===== src/rtl/cpu_pkg.sv =====
`default_nettype none
// +----------------------------------------------------------------------+
// | cpu_pkg : shared encodings for the fetch stage (pc_sel, IF FSM)      |
// | rev 1.0                                                              |
// +----------------------------------------------------------------------+
package cpu_pkg;

  localparam logic [2:0] PC_SEL_NPC    = 3'd0;
  localparam logic [2:0] PC_SEL_BRANCH = 3'd1;
  localparam logic [2:0] PC_SEL_JUMP   = 3'd2;
  localparam logic [2:0] PC_SEL_JR     = 3'd3;
  localparam logic [2:0] PC_SEL_EXC    = 3'd4;

  typedef enum logic [1:0] {
    IF_FETCH = 2'd0,
    IF_HOLD  = 2'd1,
    IF_DRAIN = 2'd2
  } if_state_e;

  localparam logic [31:0] RESET_PC_DEFAULT = 32'h0040_0000;
  localparam logic [31:0] SEQ_INC_DEFAULT  = 32'd4;

endpackage
`default_nettype wire


===== src/rtl/if_pc_mux.sv =====
`default_nettype none
// +----------------------------------------------------------------------+
// | if_pc_mux : sequential PC and word-aligned redirect target select    |
// | rev 1.0                                                              |
// +----------------------------------------------------------------------+
module if_pc_mux
  import cpu_pkg::*;
#(
  parameter logic [31:0] SEQ_INC = SEQ_INC_DEFAULT
) (
  input  logic [2:0]  pc_sel,
  input  logic [31:0] pc,
  input  logic [31:0] pc_baddr,
  input  logic [31:0] pc_jaddr,
  input  logic [31:0] pc_raddr,
  input  logic [31:0] pc_eaddr,
  output logic [31:0] seq_pc,
  output logic [31:0] target,
  output logic        is_redirect
);

  logic [31:0] sel_addr;

  always_comb begin
    seq_pc      = pc + SEQ_INC;
    sel_addr    = seq_pc;
    is_redirect = 1'b1;
    case (pc_sel)
      PC_SEL_BRANCH: sel_addr = pc_baddr;
      PC_SEL_JUMP:   sel_addr = pc_jaddr;
      PC_SEL_JR:     sel_addr = pc_raddr;
      PC_SEL_EXC:    sel_addr = pc_eaddr;
      PC_SEL_NPC:    is_redirect = 1'b0;
      // encodings 5-7 fall back to sequential fetch
      default:       is_redirect = 1'b0;
    endcase
    target = sel_addr & ~32'h0000_0003;
  end

endmodule
`default_nettype wire


===== src/rtl/if_stage.sv =====
`default_nettype none
// +----------------------------------------------------------------------+
// | if_stage : PC register, imem req/ack fetch FSM, skid + decode output |
// | rev 1.0                                                              |
// +----------------------------------------------------------------------+
module if_stage
  import cpu_pkg::*;
#(
  parameter logic [31:0] RESET_PC = RESET_PC_DEFAULT,
  parameter logic [31:0] SEQ_INC  = SEQ_INC_DEFAULT
) (
  input  logic        clk,
  input  logic        rst,
  input  logic        stall,
  input  logic [2:0]  pc_sel,
  input  logic [31:0] pc_baddr,
  input  logic [31:0] pc_jaddr,
  input  logic [31:0] pc_raddr,
  input  logic [31:0] pc_eaddr,
  output logic        imem_req,
  output logic [31:0] imem_addr,
  input  logic        imem_ack,
  input  logic [31:0] imem_rdata,
  output logic        id_valid,
  output logic [31:0] id_npc,
  output logic [31:0] id_instr,
  output logic [31:0] pc_out
);

  if_state_e   state_q, state_d;
  logic [31:0] pc_q, pc_d;
  logic [31:0] drain_addr_q, drain_addr_d;
  logic [31:0] skid_npc_q, skid_npc_d;
  logic [31:0] skid_instr_q, skid_instr_d;
  logic        id_valid_q, id_valid_d;
  logic [31:0] id_npc_q, id_npc_d;
  logic [31:0] id_instr_q, id_instr_d;

  logic        consume;
  logic        redirect;
  logic        is_redirect;
  logic [31:0] seq_pc;
  logic [31:0] target;

  if_pc_mux #(
    .SEQ_INC (SEQ_INC)
  ) u_pc_mux (
    .pc_sel      (pc_sel),
    .pc          (pc_q),
    .pc_baddr    (pc_baddr),
    .pc_jaddr    (pc_jaddr),
    .pc_raddr    (pc_raddr),
    .pc_eaddr    (pc_eaddr),
    .seq_pc      (seq_pc),
    .target      (target),
    .is_redirect (is_redirect)
  );

  // pc_sel only matters when decode actually takes the current slot
  assign consume  = id_valid_q & ~stall;
  assign redirect = consume & is_redirect;

  always_comb begin
    state_d      = state_q;
    pc_d         = pc_q;
    drain_addr_d = drain_addr_q;
    skid_npc_d   = skid_npc_q;
    skid_instr_d = skid_instr_q;
    id_valid_d   = id_valid_q;
    id_npc_d     = id_npc_q;
    id_instr_d   = id_instr_q;

    case (state_q)
      IF_FETCH: begin
        if (redirect) begin
          pc_d       = target;
          id_valid_d = 1'b0;
          id_instr_d = '0;
          // request still outstanding: keep its address stable until ack
          if (!imem_ack) begin
            drain_addr_d = pc_q;
            state_d      = IF_DRAIN;
          end
        end else if (imem_ack) begin
          pc_d = seq_pc;
          if (!id_valid_q || consume) begin
            id_valid_d = 1'b1;
            id_npc_d   = seq_pc;
            id_instr_d = imem_rdata;
          end else begin
            skid_npc_d   = seq_pc;
            skid_instr_d = imem_rdata;
            state_d      = IF_HOLD;
          end
        end else if (consume) begin
          id_valid_d = 1'b0;
          id_instr_d = '0;
        end
      end

      IF_HOLD: begin
        if (consume) begin
          state_d = IF_FETCH;
          if (redirect) begin
            pc_d       = target;
            id_valid_d = 1'b0;
            id_instr_d = '0;
          end else begin
            id_valid_d = 1'b1;
            id_npc_d   = skid_npc_q;
            id_instr_d = skid_instr_q;
          end
        end
      end

      IF_DRAIN: begin
        if (imem_ack) begin
          state_d = IF_FETCH;
        end
      end

      default: state_d = IF_FETCH;
    endcase
  end

  always_ff @(posedge clk) begin
    if (rst) begin
      state_q      <= IF_FETCH;
      pc_q         <= RESET_PC;
      drain_addr_q <= '0;
      skid_npc_q   <= '0;
      skid_instr_q <= '0;
      id_valid_q   <= 1'b0;
      id_npc_q     <= '0;
      id_instr_q   <= '0;
    end else begin
      state_q      <= state_d;
      pc_q         <= pc_d;
      drain_addr_q <= drain_addr_d;
      skid_npc_q   <= skid_npc_d;
      skid_instr_q <= skid_instr_d;
      id_valid_q   <= id_valid_d;
      id_npc_q     <= id_npc_d;
      id_instr_q   <= id_instr_d;
    end
  end

  assign imem_req  = ~rst & (state_q != IF_HOLD);
  assign imem_addr = ((state_q == IF_DRAIN) ? drain_addr_q : pc_q) & ~32'h0000_0003;
  assign id_valid  = id_valid_q;
  assign id_npc    = id_npc_q;
  assign id_instr  = id_valid_q ? id_instr_q : '0;
  assign pc_out    = pc_q;

endmodule
`default_nettype wire


===== config.mk =====
export PLATFORM = sky130hd
export DESIGN_NAME = if_stage
export DESIGN_NICKNAME = d
export VERILOG_FILES = /design/src/rtl/cpu_pkg.sv /design/src/rtl/if_pc_mux.sv /design/src/rtl/if_stage.sv
export SDC_FILE = /design/constraint.sdc
export NUM_CORES = 1
export LEC_CHECK = 0
export ABC_CLOCK_PERIOD_IN_PS = 5400
export CORE_MARGIN = 1
export CORE_UTILIZATION = 45
export DETAILED_ROUTE_END_ITERATION = 10
export PLACE_DENSITY = 0.75
export SYNTH_ARGS = -nofsm -noshare
export SYNTH_HDL_FRONTEND = slang
export SYNTH_HIERARCHICAL = 1
export SYNTH_SLANG_ARGS = --single-unit

===== constraint.sdc =====
create_clock -name clk -period 5.4 [get_ports clk]
set_input_delay 1.08 -clock clk [delete_from_list [all_inputs] [get_ports clk]]
set_output_delay 1.08 -clock clk [all_outputs]
set_load 0.005 [all_outputs]

# Yosys cells after proc, flatten, opt, wreduce, memory -nomap -nowiden

Cells that the tools add are included.

Bits in registers: 195
Input port bits: 167
Word-level logic and storage cells: 83
Output and inout port bits: 130

$add $sub $neg: 1
Bitwise operators: 8
Reduce and logical (&&, ||, !) cells: 11
Equal/unequal tests: 19
Multiplexer cells: 36

Operators by type and width:

| cell                  | count |
|---|---|
| $mux 32               | 17 |
| $pmux 32 s2           | 3 |
| $pmux 32 s4           | 1 |
| $add 32x3->32 const B | 1 |
| $ne 2x2->1 const B    | 7 |
| $mux 2                | 6 |
| $reduce_and 4->1      | 3 |
| $ne 3x3->1 const B    | 3 |
| $ne 4x4->1 const B    | 2 |
| $mux 1                | 7 |
| $eq 3x2->1 const B    | 2 |
| $pmux 2 s3            | 1 |
| $reduce_and 6->1      | 1 |
| $not 1->1             | 5 |
| $reduce_and 5->1      | 1 |
| $reduce_or 4->1       | 1 |
| $and 1x1->1           | 3 |
| $eq 3x1->1 const B    | 1 |
| $eq 3x3->1 const B    | 1 |
| $reduce_and 3->1      | 1 |
| $eq 2x1->1 const B    | 1 |
| $eq 2x2->1 const B    | 1 |
| $logic_not 2->1       | 1 |
| $ne 2x1->1 const B    | 1 |
| 4 further kinds       | 4 |

# Longest topological paths before layout

Depth after elaboration: 7
Depth in mapped cells: 9
Gate-level depth less buffers: 9

# Modules after synthesis

The synthesis kept the hierarchy.

By module, submodules not included:

| module    | seq. area each (µm²) | area an instance (µm²) | cells an instance | times used |
|---|---|---|---|---|
| if_stage  | 3,863.7              | 9,440.3                | 1,094             | 1 |
| if_pc_mux | 0.0                  | 1,662.8                | 251               | 1 |

# Worst setup path after synthesis

Ideal clock, no wire load.

Path kind: input to register
Start point: in pc_sel[0]
End point: reg pc_q[0], in the netlist pc_out[0]
Path buffers: 4
Cell stages on the path: 9
Data required time: 5,330 ps
Setup time: 70 ps
Slack: 2,369 ps
Arrival time: 2,961 ps
Cell sequence: buf_2 > nor2_1 > xnor2_1 > clkbuf_1 > nor4bb_1 > buf_2 > clkbuf_1 > o31ai_1 > a21oi_1

Word-level cells in the longest chain between the ends: 6
Elaborated cells on any way between the ends: 12
Those cells by class: eq/ne (6); mux (3); bitwise (1); reduce/logical (2)

Ends and longest elaborated chain:

| what                                                                    | RTL line        | text |
|---|---|---|
| start, declared                                                         | if_stage.sv:15  | `input logic [2:0] pc_sel,` |
| $eq 3x1->1, or another cell as far along                                | if_pc_mux.sv:28 | `case (pc_sel)` |
| $reduce_or 4->1 (no source line) (*)                                    | n/a             |  |
| $mux 1 (*)                                                              | if_pc_mux.sv:28 |  |
| named net is_redirect                                                   | if_stage.sv:41  | `logic is_redirect;` |
| $and 1x1->1 (*)                                                         | if_stage.sv:61  | `assign redirect = consume & is_redirect;` |
| $ne 3x3->1 (no source line), or another cell as far along               | n/a             |  |
| $reduce_and 4->1 (no source line) / $pmux 32 s2 (equally long branches) | n/a             |  |
| end signal, assigned                                                    | if_stage.sv:138 | `pc_q <= pc_d;` |
| end, declared                                                           | if_stage.sv:31  | `logic [31:0] pc_q, pc_d;` |

Mark *: on every way through the listed nets, which the timed path passes. The rest lies on a longest branch.
A chain may end at the register's enable or synchronous reset.

# Final worst setup path

Start point: reg state_q[0]
End point: out imem_addr[20]

Word-level cells in the longest chain between the ends: 2

Ends and longest elaborated chain:

| what                   | RTL line        | text |
|---|---|---|
| start, declared        | if_stage.sv:30  | `if_state_e state_q, state_d;` |
| start signal, assigned | if_stage.sv:137 | `state_q <= state_d;` |
| $eq 2x2->1             | if_stage.sv:149 | `assign imem_addr = ((state_q == IF_DRAIN) ? drain_addr_q : pc_q) & ~32'h0000_0003;` |
| $mux 32                | if_stage.sv:149 |  |
| end, declared          | if_stage.sv:21  | `output logic [31:0] imem_addr,` |

Every way passes these cells.

==> parameters.txt <==
Parameter                              Value

Run status
  Status ... finished, final reports clean

CTS
  Count of hold buffers inserted by post-cts repair ... 0
  Post-CTS Repair Setup Buffers ... 0
  Worst-path clk slew ... 0.07 ns
  Root buffer cell ... sky130_fd_sc_hd__clkbuf_16
  Later-pin clock latency in the skew report ... 0.44 ns
  Number of levels in the clock H-tree ... 4
  Post-cts resize count ... 0
  Bufs on Longest Clock Path ... 2
  CTS Sinks ... 193
  Clock tree from TritonCTS ... yes
  Num CTS Buffers ... 17

Finish
  Most frequent cells in the layout ... sky130_fd_sc_hd__clkdlybuf4s50_1 (284), sky130_fd_sc_hd__dfxtp_1 (192), sky130_fd_sc_hd__a21oi_1 (131)
  Share of cells above drive strength 1 ... 10.8%
  Most frequent standard cell in the layout excluding fill and tap cells ... sky130_fd_sc_hd__clkdlybuf4s50_1
  Final core utilization ... approximately 60%
  Area occupied by registers ... 3860 um2
  Fillers ... 2202
  Nets@finish ... 1688
  Area used by multi-input combinational logic ... roughly 6400 um2
  Area added between synthesis and finish ... 30.8%

Pwr
  Pwr Density ... roughly 260 nW/um2
  Peak VDD IR ... ~0.17 mV
  Total power of the final layout ... 3.79 mW
  Reported leakage power ... 5.27 nW

Critical path
  Cells traversed along the worst timing path ... buf_4 -> nand2b_1 -> buf_4 -> mux2_2 -> clkdlybuf4s50_1
  Kind of launch point of the worst setup path ... flip-flop
  Cell seen most often among critical-path stages ... sky130_fd_sc_hd__buf_4
  Biggest fanout along the worst timing path ... 75
  Master of the slowest instance on the critical path ... sky130_fd_sc_hd__buf_4
  Worst setup path class ... reg -> out
  Arrival time at the worst endpoint ... 2.85 ns
  WP data required ... between 4 and 5 ns
  CP endpoint kind ... output port
  Critical Path Max Stage Delay ... 0.58 ns

STA
  Setup TNS ... 0 ns
  Tightest Pin Transition ... 1.30 ns
  Number of pins with negative max-slew slack in the final report ... 0
  Achievable clock frequency ... 255 MHz
  Number of endpoints failing setup at the final stage ... 0
  Period Utilization, post-route ... just over 70%
  Final hold violation count ... 0
  RSZ-0062 raised after global routing ... no
  Worst slew slack as a fraction of its limit ... between 10% and 20%
  Period minus WS final ... 3.93 ns
  Final clock skew ... 0.0118 ns
  Final Hold Slack ... 0.450 ns

Floorplanning
  Die span in x ... roughly 160 um
  Height of the die ... 159 um
  Boundary pin count ... between 200 and 300
  Placement Rows ... 57
  Core area ... 24200 um2
  Starting utilization of the core area ... a little under half
  Die Area ... 25300 um2

Global routing
  Maximum number of pins on one net before global-route repair ... 81
  Wire length of the first global-routing pass ... approximately 59000 um
  Global router's overall resource usage ... ~30%
  Vias in the first global route ... 10700
  Remaining global-route overflow ... 0
  Antenna violations before repair ... 5

Logic synthesis
  Number of warnings reported in the yosys synthesis log ... 6
  Count of unique library cells instantiated by Yosys ... 61
  Fraction of synthesized cell area taken by the top area cell type ... 34.8%
  Synth Instances ... 1345
  Most common flop cell mapped by yosys ... sky130_fd_sc_hd__dfxtp_1
  Syn Area/Cell ... just over 8 um2
  Fraction of registers with async set/reset ... 0%
  Synth area leaders ... sky130_fd_sc_hd__dfxtp_1 (35%), sky130_fd_sc_hd__a21oi_1 (5.9%), sky130_fd_sc_hd__nand3_1 (5.0%)
  Library cell with the largest summed area after synthesis ... sky130_fd_sc_hd__dfxtp_1
  Post-synthesis register bit count ... about 190
  EDFF count, synth ... 0
  Mapped Area ... 11100 um2
  Sequential element share of the synthesized area ... 34.8%

Placed design
  Count of buffers inserted at the top-level ports ... 286
  Half-perimeter wire length after placement ... 24700 um
  Placer's final routability congestion estimate ... 0.914

Route
  Via count ... 11400
  First-pass iteration count of the detailed router ... 5
  Drt first-iter violations ... ~960
  Number of DRC violations after detailed routing ... 0
  Post-detailed-routing wire length ... 38100 um
  Detailed-route wire length per cell ... 20.5 um
  Antenna-violating nets left ... 0
  Via density per instance ... about 6.1

Worst hold path
  Worst hold-check path type ... reg -> reg

Job
  Number of maximum-capacitance constraint violations ... 0
path summary, 6_finish.rpt:
path,depth (start not counted),to,startpoint,slack [ns]
setup / recovery,5,imem_addr[20],state_q[0],1.47
hold / removal,2,id_instr_q[30],id_instr_q[30],0.45
setup reg to reg,9,pc_out[24],pc_out[2],2.22
hold reg to reg,2,id_instr_q[30],id_instr_q[30],0.45
layout make-up:
class | instances | area share, %
clock inverter | 15 | 1.27
sequential | 193 | 26.6
tap | 324 | 2.79
multi-input combinational | 940 | 43.8
antenna | 4 | 0.0689
clock buffer | 17 | 2.93
timing repair buffer | 314 | 21.1
inverter | 54 | 1.40
sequential cells by signal, indices dropped and copies added, names as in the netlist:
| register | flops |
|---|---|
| skid_instr_q | 32 |
| id_npc | 32 |
| drain_addr_q | 30 |
| state_q | 2 |
| id_instr_q | 32 |
| id_valid | 1 |
| skid_npc_q | 32 |
| pc_out | 32 |
cell families (layout without fill, tap and decap cells):
group                      Yosys count  in the layout  share of synthesized area, %
muxes                               75             75                          7.13
adders and majority gates            1              1                         0.113
xor gates and xnor gates            29             29                          2.36
DFF                                193            193                          34.8
AOI/OAI and AO/OA                  464            464                          27.9
buffers and inverters              214            400                          8.38
other                                2              8                        0.0676
and+or+nand+nor                    367            367                          19.2
synth_stat cells (all sizes together) (2+ instances only):
master and n:
buf 62, nand2 81, dfxtp 193, o211ai 4
a22o 5, mux2i 42, or3b 32, a221oi 8
a22oi 29, xor2 15, o21a 4, inv 54
xnor2 14, o21ai 109, o22a 7, and2 35
nor3 5, nand4 9, nor3b 3, o22ai 32
and4 4, and3b 33, a41oi 32, nand3 113
mux2 33, nand2b 13, a311oi 32, o31ai 31
and3 3, nor2b 5, nor4 5, nor2 20
clkbuf 98, nand3b 3, a21oi 131, a31oi 34
conb 2
report_power, final:
group	internal, mW	switching [mW]	total [mW]	leakage [nW]
combinational	0.440	0.453	0.893	3.40
sequential	1.50	0.0878	1.59	1.57
clock	0.671	0.634	1.31	0.297
total	2.61	1.18	3.79	5.27
layer usage:
layer | share of wire [%] | track usage [%] | wire (um)
met1 | 41 | 38.4 | 15700
met2 | 47 | 46.9 | 18100
met3 | 7.5 | 4.90 | 2850
met4 | 4.0 | 13.9 | 1510
met5 | 0 | 0 | 0
stage by stage:
stage | setup slack, ns | std cells | cell area (um2)
after CTS | 1.45 | 1857 | 14500
after global placement | 1.59 | 1825 | 13900
final | 1.47 | 1861 | 14500
after detailed placement | 1.56 | 1825 | 13900
after floorplan | 2.37 | 1347 | 11100
after global routing | 1.38 | 1861 | 14500
critical path: cells and delay by family, from the launching register on:
family,cells,cell delay (ns)
and+or+nand+nor,1,0.19
DFF,1,0.32
muxes,1,0.40
buffers and inverters,3,1.50
Note: power is estimated with default switching activity, not from simulation.
